**src/rtl/regmem_axil_arbiter.sv**
```systemverilog
`default_nettype none
// ============================================================================
//  Module   : regmem_axil_arbiter
//  Purpose  : Round-robin arbiter/sequencer that shares the single AXI-lite
//             slave port of the register memory among NUM_REQ requesters.
//             One single-word transaction is in flight at a time; the
//             response is routed back to the requester that issued it.
//  Ports    : clk, reset_n (async, active low)
//             req_valid/req_ready/req_write/req_addr/req_wdata : requesters
//             rsp_valid/rsp_rdata/rsp_resp                     : responses
//             busy                                             : in flight
//             aw*/w*/b*/ar*/r*                                 : AXI-lite master
//  Options  : REGMEM_ADDR_CHECK_EN - reject addresses outside the register
//             map (3000..36767) locally with SLVERR, without an AXI access.
//  Revision : 1.0 - initial release
// ============================================================================
module regmem_axil_arbiter #(
    parameter int NUM_REQ   = 4,
    parameter int DATA_SIZE = 32,
    parameter int ADDR_SIZE = 32,
    parameter int ID_SIZE   = 32
) (
    input  logic                           clk,
    input  logic                           reset_n,
    input  logic [NUM_REQ-1:0]             req_valid,
    output logic [NUM_REQ-1:0]             req_ready,
    input  logic [NUM_REQ-1:0]             req_write,
    input  logic [NUM_REQ*ADDR_SIZE-1:0]   req_addr,
    input  logic [NUM_REQ*DATA_SIZE-1:0]   req_wdata,
    output logic [NUM_REQ-1:0]             rsp_valid,
    output logic [DATA_SIZE-1:0]           rsp_rdata,
    output logic [1:0]                     rsp_resp,
    output logic                           busy,
    output logic                           awvalid,
    input  logic                           awready,
    output logic [ADDR_SIZE-1:0]           awaddr,
    output logic [ID_SIZE-1:0]             awid,
    output logic                           wvalid,
    input  logic                           wready,
    output logic [DATA_SIZE-1:0]           wdata,
    input  logic                           bvalid,
    output logic                           bready,
    input  logic [1:0]                     bresp,
    input  logic [ID_SIZE-1:0]             bid,
    output logic                           arvalid,
    input  logic                           arready,
    output logic [ADDR_SIZE-1:0]           araddr,
    output logic [ID_SIZE-1:0]             arid,
    input  logic                           rvalid,
    output logic                           rready,
    input  logic [DATA_SIZE-1:0]           rdata,
    input  logic [1:0]                     rresp,
    input  logic [ID_SIZE-1:0]             rid
);

    localparam int c_IDX_W = (NUM_REQ > 1) ? $clog2(NUM_REQ) : 1;

    localparam logic [2:0] c_IDLE    = 3'd0;
    localparam logic [2:0] c_WR_ADDR = 3'd1;
    localparam logic [2:0] c_WR_RESP = 3'd2;
    localparam logic [2:0] c_RD_ADDR = 3'd3;
    localparam logic [2:0] c_RD_RESP = 3'd4;

    localparam logic [1:0] c_SLVERR = 2'b10;

    logic [2:0]           r_state;
    logic [c_IDX_W-1:0]   r_ptr;
    logic [c_IDX_W-1:0]   r_gnt;
    logic [ADDR_SIZE-1:0] r_addr;
    logic [DATA_SIZE-1:0] r_wdata;
    logic                 r_awvalid;
    logic                 r_wvalid;
    logic                 r_bready;
    logic                 r_arvalid;
    logic                 r_rready;
    logic [NUM_REQ-1:0]   r_rsp_valid;
    logic [DATA_SIZE-1:0] r_rsp_rdata;
    logic [1:0]           r_rsp_resp;

    logic                 w_gnt_vld;
    logic [c_IDX_W-1:0]   w_gnt;
    logic                 w_accept;
    logic                 w_gnt_write;
    logic [ADDR_SIZE-1:0] w_gnt_addr;
    logic [DATA_SIZE-1:0] w_gnt_wdata;
    logic                 w_addr_ok;
    logic [NUM_REQ-1:0]   w_gnt_oh;
    logic [NUM_REQ-1:0]   w_cur_oh;

    // Search starts one past the last grant. r_ptr resets to the last index
    // so that the first search after reset begins at requester 0.
    always_comb begin
        w_gnt_vld = 1'b0;
        w_gnt     = '0;
        for (int k = 1; k <= NUM_REQ; k++) begin
            if (!w_gnt_vld && req_valid[c_IDX_W'((int'(r_ptr) + k) % NUM_REQ)]) begin
                w_gnt_vld = 1'b1;
                w_gnt     = c_IDX_W'((int'(r_ptr) + k) % NUM_REQ);
            end
        end
    end

    assign w_accept    = (r_state == c_IDLE) && w_gnt_vld;
    assign w_gnt_write = req_write[w_gnt];
    assign w_gnt_addr  = req_addr[w_gnt*ADDR_SIZE +: ADDR_SIZE];
    assign w_gnt_wdata = req_wdata[w_gnt*DATA_SIZE +: DATA_SIZE];
    assign w_gnt_oh    = NUM_REQ'(1) << w_gnt;
    assign w_cur_oh    = NUM_REQ'(1) << r_gnt;

`ifdef REGMEM_ADDR_CHECK_EN
    // Output-port, CRC and connection-config tables are contiguous, so a
    // single window covers the whole register map.
    localparam logic [ADDR_SIZE-1:0] c_MAP_LO = ADDR_SIZE'(3000);
    localparam logic [ADDR_SIZE-1:0] c_MAP_HI = ADDR_SIZE'(36767);
    assign w_addr_ok = (w_gnt_addr >= c_MAP_LO) && (w_gnt_addr <= c_MAP_HI);
`else
    assign w_addr_ok = 1'b1;
`endif

    // Accept is combinational with req_valid; gate it so nothing is accepted
    // while reset is held.
    assign req_ready = (w_accept && reset_n) ? w_gnt_oh : '0;

    always_ff @(posedge clk or negedge reset_n) begin
        if (!reset_n) begin
            r_state     <= c_IDLE;
            r_ptr       <= c_IDX_W'(NUM_REQ - 1);
            r_gnt       <= '0;
            r_addr      <= '0;
            r_wdata     <= '0;
            r_awvalid   <= 1'b0;
            r_wvalid    <= 1'b0;
            r_bready    <= 1'b0;
            r_arvalid   <= 1'b0;
            r_rready    <= 1'b0;
            r_rsp_valid <= '0;
            r_rsp_rdata <= '0;
            r_rsp_resp  <= '0;
        end else begin
            r_rsp_valid <= '0;
            case (r_state)
                c_IDLE: begin
                    if (w_accept) begin
                        r_ptr   <= w_gnt;
                        r_gnt   <= w_gnt;
                        r_addr  <= w_gnt_addr;
                        r_wdata <= w_gnt_wdata;
                        if (!w_addr_ok) begin
                            r_rsp_valid <= w_gnt_oh;
                            r_rsp_rdata <= '0;
                            r_rsp_resp  <= c_SLVERR;
                        end else if (w_gnt_write) begin
                            r_awvalid <= 1'b1;
                            r_wvalid  <= 1'b1;
                            r_state   <= c_WR_ADDR;
                        end else begin
                            r_arvalid <= 1'b1;
                            r_state   <= c_RD_ADDR;
                        end
                    end
                end
                c_WR_ADDR: begin
                    // AW and W complete independently, in any order.
                    if (awready) r_awvalid <= 1'b0;
                    if (wready)  r_wvalid  <= 1'b0;
                    if ((!r_awvalid || awready) && (!r_wvalid || wready)) begin
                        r_bready <= 1'b1;
                        r_state  <= c_WR_RESP;
                    end
                end
                c_WR_RESP: begin
                    if (bvalid) begin
                        r_bready    <= 1'b0;
                        r_rsp_valid <= w_cur_oh;
                        r_rsp_rdata <= '0;
                        r_rsp_resp  <= (bid != ID_SIZE'(r_gnt)) ? c_SLVERR : bresp;
                        r_state     <= c_IDLE;
                    end
                end
                c_RD_ADDR: begin
                    if (arready) begin
                        r_arvalid <= 1'b0;
                        r_rready  <= 1'b1;
                        r_state   <= c_RD_RESP;
                    end
                end
                c_RD_RESP: begin
                    if (rvalid) begin
                        r_rready    <= 1'b0;
                        r_rsp_valid <= w_cur_oh;
                        r_rsp_rdata <= rdata;
                        r_rsp_resp  <= (rid != ID_SIZE'(r_gnt)) ? c_SLVERR : rresp;
                        r_state     <= c_IDLE;
                    end
                end
                default: r_state <= c_IDLE;
            endcase
        end
    end

    assign busy      = (r_state != c_IDLE);
    assign rsp_valid = r_rsp_valid;
    assign rsp_rdata = r_rsp_rdata;
    assign rsp_resp  = r_rsp_resp;
    assign awvalid   = r_awvalid;
    assign awaddr    = r_addr;
    assign awid      = ID_SIZE'(r_gnt);
    assign wvalid    = r_wvalid;
    assign wdata     = r_wdata;
    assign bready    = r_bready;
    assign arvalid   = r_arvalid;
    assign araddr    = r_addr;
    assign arid      = ID_SIZE'(r_gnt);
    assign rready    = r_rready;

endmodule
`default_nettype wire

```
**config.mk**
```make
export PLATFORM = sky130hd
export DESIGN_NAME = regmem_axil_arbiter
export DESIGN_NICKNAME = d
export VERILOG_FILES = /design/src/rtl/regmem_axil_arbiter.sv
export SDC_FILE = /design/constraint.sdc
export NUM_CORES = 1
export LEC_CHECK = 0
export CAP_MARGIN = 10
export CORE_AREA = 3 3 224 226
export CTS_CLUSTER_DIAMETER = 40
export CTS_CLUSTER_SIZE = 12
export DETAILED_ROUTE_END_ITERATION = 7
export DIE_AREA = 0 0 227 229
export SLEW_MARGIN = 25
export SYNTH_ARGS = -nofsm -noshare
export SYNTH_HDL_FRONTEND = slang
export SYNTH_SLANG_ARGS = --single-unit
export TNS_END_PERCENT = 100
```
**constraint.sdc**
```tcl
create_clock -name clk -period 2.3 [get_ports clk]
set_clock_uncertainty 0.1 [all_clocks]
set_input_delay 0.46 -clock clk [delete_from_list [all_inputs] [get_ports clk]]
set_output_delay 0.46 -clock clk [all_outputs]
set_load 0.01 [all_outputs]
```
## After elaboration in Yosys (flattened, before gate mapping)

Cells that the tools add are included.

- Bits in registers: 114

- $add $sub $neg: 4
- Magnitude comparators: 5
- Equal/unequal tests: 15
- Shift-type cells: 4
- Mux-type cells: 57
- Reduce and logical (&&, ||, !) cells: 28

Operators by type and width:

| kind | number |
|---|---|
| variable part select 128 x 8 -> 32 bit | 2 |
| two-way mux 32 bit | 2 |
| != test 32 x 2 -> 1 bit | 2 |
| case mux 32 bit (2 select lines) | 1 |
| two-way mux 1 bit | 24 |
| two-way mux 2 bit | 9 |
| != test 2 bit, second input constant | 9 |
| < comparator 2 x 4 -> 1 bit, second input constant | 4 |
| two-way mux 3 bit | 5 |
| case mux 3 bit (5 select lines) | 1 |
| two-way mux 4 bit | 3 |
| AND reduction 4 bit | 3 |
| binary-select mux 1 bit (select 2 bit) | 5 |
| case mux 1 bit (2 select lines) | 5 |
| nonzero test 2 bit | 5 |
| AND reduction 3 bit | 3 |
| case mux 4 bit (2 select lines) | 1 |
| << shifter 1 x 2 -> 4 bit, first input constant | 2 |
| == test 3 x 2 -> 1 bit, second input constant | 2 |
| logical AND 1 bit | 6 |
| zero test 1 bit | 5 |
| AND reduction 5 bit | 1 |
| adder 2 x 1 -> 2 bit, second input constant | 2 |
| adder 2 bit, second input constant | 2 |
| 8 further kinds | 9 |

## Depth between registers and ports, before layout

Gate-level depths: netlist of run 1.

- Depth in word-level cells: 19
- Depth in mapped cells: 8

## Worst setup path after synthesis of run 1

OpenSTA, ideal clock, no wires.

- Kind: reg2out
- Start: register r_ptr[1]
- End: output port req_ready[0]
- Arrival time: 1641 ps
- Data required time: 1740 ps
- Slack: 99 ps
- Stages on the path, launching flop included: 8
- Path buffers: 3
- Path through: dfstp_2 > buf_4 > inv_2 > or3_1 > nand3_1 > buf_6 > buf_6 > and3_1

- Cells in the longest elaborated chain, start to end: 17
- Elaborated cells on any way between the ends: 34

Ends and longest elaborated chain:

| item | RTL line | text |
|---|---|---|
| from (decl) | 67 | `logic [c_IDX_W-1:0] r_ptr;` |
| from (signal assigned) | 127 | `r_ptr <= c_IDX_W'(NUM_REQ - 1);` |
| from (signal assigned) | 144 | `r_ptr <= w_gnt;` |
| adder 2 x 1 -> 2 bit | 96, 98 |  |
| binary-select mux 1 bit (select 2 bit) | 96 | `if (!w_gnt_vld && req_valid[c_IDX_W'((int'(r_ptr) + k) % NUM_REQ)]) begin` |
| two-way mux 1 bit (implied by the code) (2 in series) | 96 |  |
| two-way mux 1 bit | 96 |  |
| zero test 1 bit | 96 |  |
| logical AND 1 bit | 96 |  |
| two-way mux 1 bit | 96 |  |
| zero test 1 bit | 96 |  |
| logical AND 1 bit | 96 |  |
| two-way mux 1 bit | 96 |  |
| zero test 1 bit | 96 |  |
| logical AND 1 bit | 96 |  |
| two-way mux 1 bit | 96 |  |
| logical AND 1 bit | 103 | `assign w_accept = (r_state == c_IDLE) && w_gnt_vld;` |
| logical AND 1 bit | 122 | `assign req_ready = (w_accept && reset_n) ? w_gnt_oh : '0;` |
| two-way mux 4 bit (*) | 122 |  |
| to (decl) | 26 | `output logic [NUM_REQ-1:0] req_ready,` |

Mark *: on every way between the ends. The rest lies on a longest branch, timed or not. The select of a mux whose other input is x is not followed.

## Final worst setup path of run 1

- Start: register r_ptr[1]
- End: register r_wdata[29] (netlist: wdata[29])

- Cells in the longest elaborated chain, start to end: 16
- Elaborated cells on any way between the ends: 33

Ends and longest elaborated chain:

| item | RTL line | text |
|---|---|---|
| parallel branches: the longest is 16 deep, another holds adder 2 x 1 -> 2 bit | n/a |  |
| to (signal assigned) | 147 | `r_wdata <= w_gnt_wdata;` |
| to (decl) | 70 | `logic [DATA_SIZE-1:0] r_wdata;` |

Several ways; the timed one is not identified. The select of a mux whose other input is x is not followed.
A chain may end at the register's enable or synchronous reset.

==> results of run 1 <==
## sequential cells by signal, indices dropped and copies added, names as in the netlist
name,count
rsp_rdata,32
r_ptr,2
rsp_valid,4
wvalid,1
rsp_resp,2
r_state,3
araddr,32
arvalid,1
rready,1
bready,1
r_gnt,2
wdata,32
awvalid,1
## cells by family (layout without fill, tap and decap cells)
family | after synthesis | in the layout | share of synthesized area [%]
AOI/OAI and AO/OA | 230 | 230 | 23.0
xor gates and xnor gates | 4 | 4 | 0.521
buffers and inverters | 165 | 638 | 17.8
DFF | 114 | 114 | 42.5
other | 1 | 61 | 0.0558
and+or+nand+nor | 240 | 240 | 16.1
## repair_timing
action | 4_1_cts | 5_1_grt
buffers inserted | 7 | 10
hold endpoints to repair | 17 | 0
setup endpoints to repair | 21 | 41
hold buffers | 1 | 0
pin swaps | 12 | 13
gates cloned | 0 | 3
resized for setup | 38 | 23
## path summary, 6_finish.rpt
check / endpoint / cells past startpoint
worst max-delay path: wdata[29]$_DFFE_PN0P_ / 10
worst min-delay path: rsp_rdata[5]$_DFFE_PN0P_ / 2
worst max register to register: wdata[29]$_DFFE_PN0P_ / 10
worst min register to register: rsp_rdata[5]$_DFFE_PN0P_ / 2
max in group asynchronous: araddr[28]$_DFFE_PN0P_ / 4
min in group asynchronous: araddr[10]$_DFFE_PN0P_ / 3
## worst min-delay path: cells and delay by family, from the launching register on
family           cells  cell delay (ps)
and+or+nand+nor      2              100
DFF                  1              340
## Yosys cell counts, types with 8 or more instances
library cell / n
nand3_1: 37
nor2_1: 79
nand2_1: 78
buf_2: 24
buf_6: 24
a21oi_1: 135
inv_1: 8
buf_4: 98
a222oi_1: 64
nor4_1: 14
clkbuf_1: 10
dfrtp_1: 112
## report_power, final
part / switching, mW / internal [mW]
Combinational: 3.96 / 4.19
Sequential: 0.687 / 2.82
Clock: 1.06 / 1.94
## layer usage
metal / part of all wire (%) / vias to the layer above / track usage (%)
met4: 2.7 / 0 / 5.30
met5: 0 / - / 0
met1: 40 / 3814 / 15.4
met2: 49 / 390 / 22.2
li1: - / 3647 / -
met3: 7.5 / 50 / 3.24
## per-stage QoR
| step | util [%] | hold slack (ps) | setup WS, ps |
|---|---|---|---|
| after CTS | 26.9 | 371 | -93.6 |
| after global placement | 25.4 | 352 | -664 |
| final | 27.4 | 365 | -50.0 |
| after global routing | 27.4 | 390 | -127 |
| after detailed placement | 25.4 | 358 | -658 |
| after floorplan | - | 64.4 | 99.1 |
## layout make-up
class                   count  area (sq um)  area share, %
clock buffers              19           443           3.34
clock inverters            13           208           1.56
diodes                      1          2.50         0.0188
inverters                   9          33.8          0.254
repair buffers            597          5990           45.1
well taps                 622           778           5.86
multi-input cells         534          2970           22.4
flip-flops and latches    114          2860           21.5
==> impl_metrics.csv, run 1 <==
group,metric,value,unit
worst_setup_path,crit_top_cell,"buf_6",
placement,port-buffer-count,518,
worst_setup_path,worstSetupPathType,"flop to flop",
clock_network,clk_pin_slew,70,ps
clock_network,cts_tree,"done",
floorplan,dieArea,52000,sq um
synthesis,yosysSeqAreaShare,42.5,%
synthesis,syn_area_per_cell,8.92,sq um
status,failed_checks,"design-rule violations, negative setup slack",
timing,setup_violations,5,
synthesis,synthTopCellsByArea,"dfrtp_1, buf_4, a21oi_1, a222oi_1, nor2_1",
placement,placed_area,12300,sq um
drt,drc,11,
synthesis,ys_ff_latch,114,
floorplan,ios,579,
timing,rsz0062_at_grt,"true",
worst_setup_path,max_stage_delay,540,ps
drt,vias,7901,
timing,tightest_slew,698,ps
timing,layout_setup_ws,-50.0,ps
worst_setup_path,slowest_stage,"dfstp_2",
placement,routabilityCongestion,0.900,
clock_network,clkLatencyLatePin,460,ps
worst_setup_path,crit_chain,"buf_6 -> nand2b_4 -> a21oi_2 -> o21a_4 -> buf_6 -> buf_12 -> buf_4 -> clkbuf_16 -> a222oi_1 -> a21oi_1",
placement,dp.cells,1858,
drt,drtPass1Iterations,8,
final_layout,stdcell_count,1909,
worst_setup_path,worstPathRequired,2530,ps
worst_setup_path,critPathCaptureType,"flop",
grt,grt_max_degree,65,
run,cap_violations,0,
synthesis,ys_warn_count,0,
power,power.density,1100,nW/um^2
floorplan,die_h,229,um
floorplan,rows,81,
drt,wire_per_inst,18.7,um
worst_hold_path,hold_path_startpoint,"rsp_rdata[5]$_DFFE_PN0P_",
worst_setup_path,crit_family,"compound AO/OA/AOI/OAI gates",
grt,grt_first_pass_wirelength,49900,um
synthesis,async_reset_ff_share,100,%
final_layout,design_area,13300,sq um
clock_network,clockBufferDepth,2,
final_layout,layout.nets,1644,
worst_setup_path,startpoint_type,"flop",
synthesis,synthCells,754,
worst_setup_path,startpoint,"r_ptr[1]$_DFFE_PN1P_",
floorplan,initial_core_util,13.8,%
worst_setup_path,rrSetupSlack,-50,ps
synthesis,synth_ff_type,"dfrtp_1",
final_layout,n_fill_cell,5186,
clock_network,cts.sinks,114,
grt,overflow,0,
status,status,"complete, but fails checks",
clock_network,cts_buffers,17,
synthesis,synth_edf_count,0,
drt,vias_per_cell,4.14,
power,vdd_drop_max,0.000580,V
power,power.total,14.7,mW
timing,slew_headroom,53.5,%
worst_setup_path,regToRegStartpoint,"r_ptr[1]$_DFFE_PN1P_",
grt,antenna_found_initial,2,
grt,grt_pass1_vias,8021,
final_layout,final_common_cell,"clkdlybuf4s50_1",
power,p_leak,5.41,nW
worst_setup_path,crit_buf_inv,5,
timing,fin_setup_tns,-180,ps
worst_setup_path,critPathMaxFanout,8,
placement,post-dp-hpwl,27400,um
final_layout,synthToLayoutAreaGrowth,97.5,%
synthesis,yosysUniqueCellTypes,50,
timing,min_period,2350,ps
grt,grt_usage,12.9,%
synthesis,syn-cell-area,6720,sq um
floorplan,die_w,227,um
final_layout,layout-drive-gt1-share,11.0,%
clock_network,clockRootBuffer,"clkbuf_16",
timing,post-route-period-util,102,%
drt,first_iter_violations,673,
clock_network,h-tree-depth,4,
synthesis,synth_top_area_cell,"dfrtp_1",
drt,wl,35700,um
final_layout,final_cell_mix,"clkdlybuf4s50_1, a21oi_1, dfrtp_1",
floorplan,coreArea,48500,sq um
timing,hold_viol,0,
worst_setup_path,critPathArrivalTime,2580,ps
synthesis,synth_top_cell_area_share,41.7,%
drt,drtAntennaViolNets,0,
timing,max_freq,0.426,GHz
timing,slew_violations,0,
worst_hold_path,hp-class,"flop to flop",
Note: power is estimated with default switching activity, not from simulation.
==> run 2, diff against run 1 <==
--- a/config.mk
+++ b/config.mk
@@ -5,6 +5,7 @@
 export SDC_FILE = /design/constraint.sdc
 export NUM_CORES = 1
 export LEC_CHECK = 0
+export ABC_CLOCK_PERIOD_IN_PS = 2300
 export CAP_MARGIN = 10
 export CORE_AREA = 3 3 224 226
 export CTS_CLUSTER_DIAMETER = 40
==> results of run 2 <==
No change in the layout: final DEF, timing and power equal those of run 1.
==> run 3, diff against run 2 <==
--- a/config.mk
+++ b/config.mk
@@ -6,7 +6,7 @@
 export NUM_CORES = 1
 export LEC_CHECK = 0
 export ABC_CLOCK_PERIOD_IN_PS = 2300
-export CAP_MARGIN = 10
+export CAP_MARGIN = 20
 export CORE_AREA = 3 3 224 226
 export CTS_CLUSTER_DIAMETER = 40
 export CTS_CLUSTER_SIZE = 12
==> results of run 3 <==
No change in the layout: final DEF, timing and power equal those of run 1.
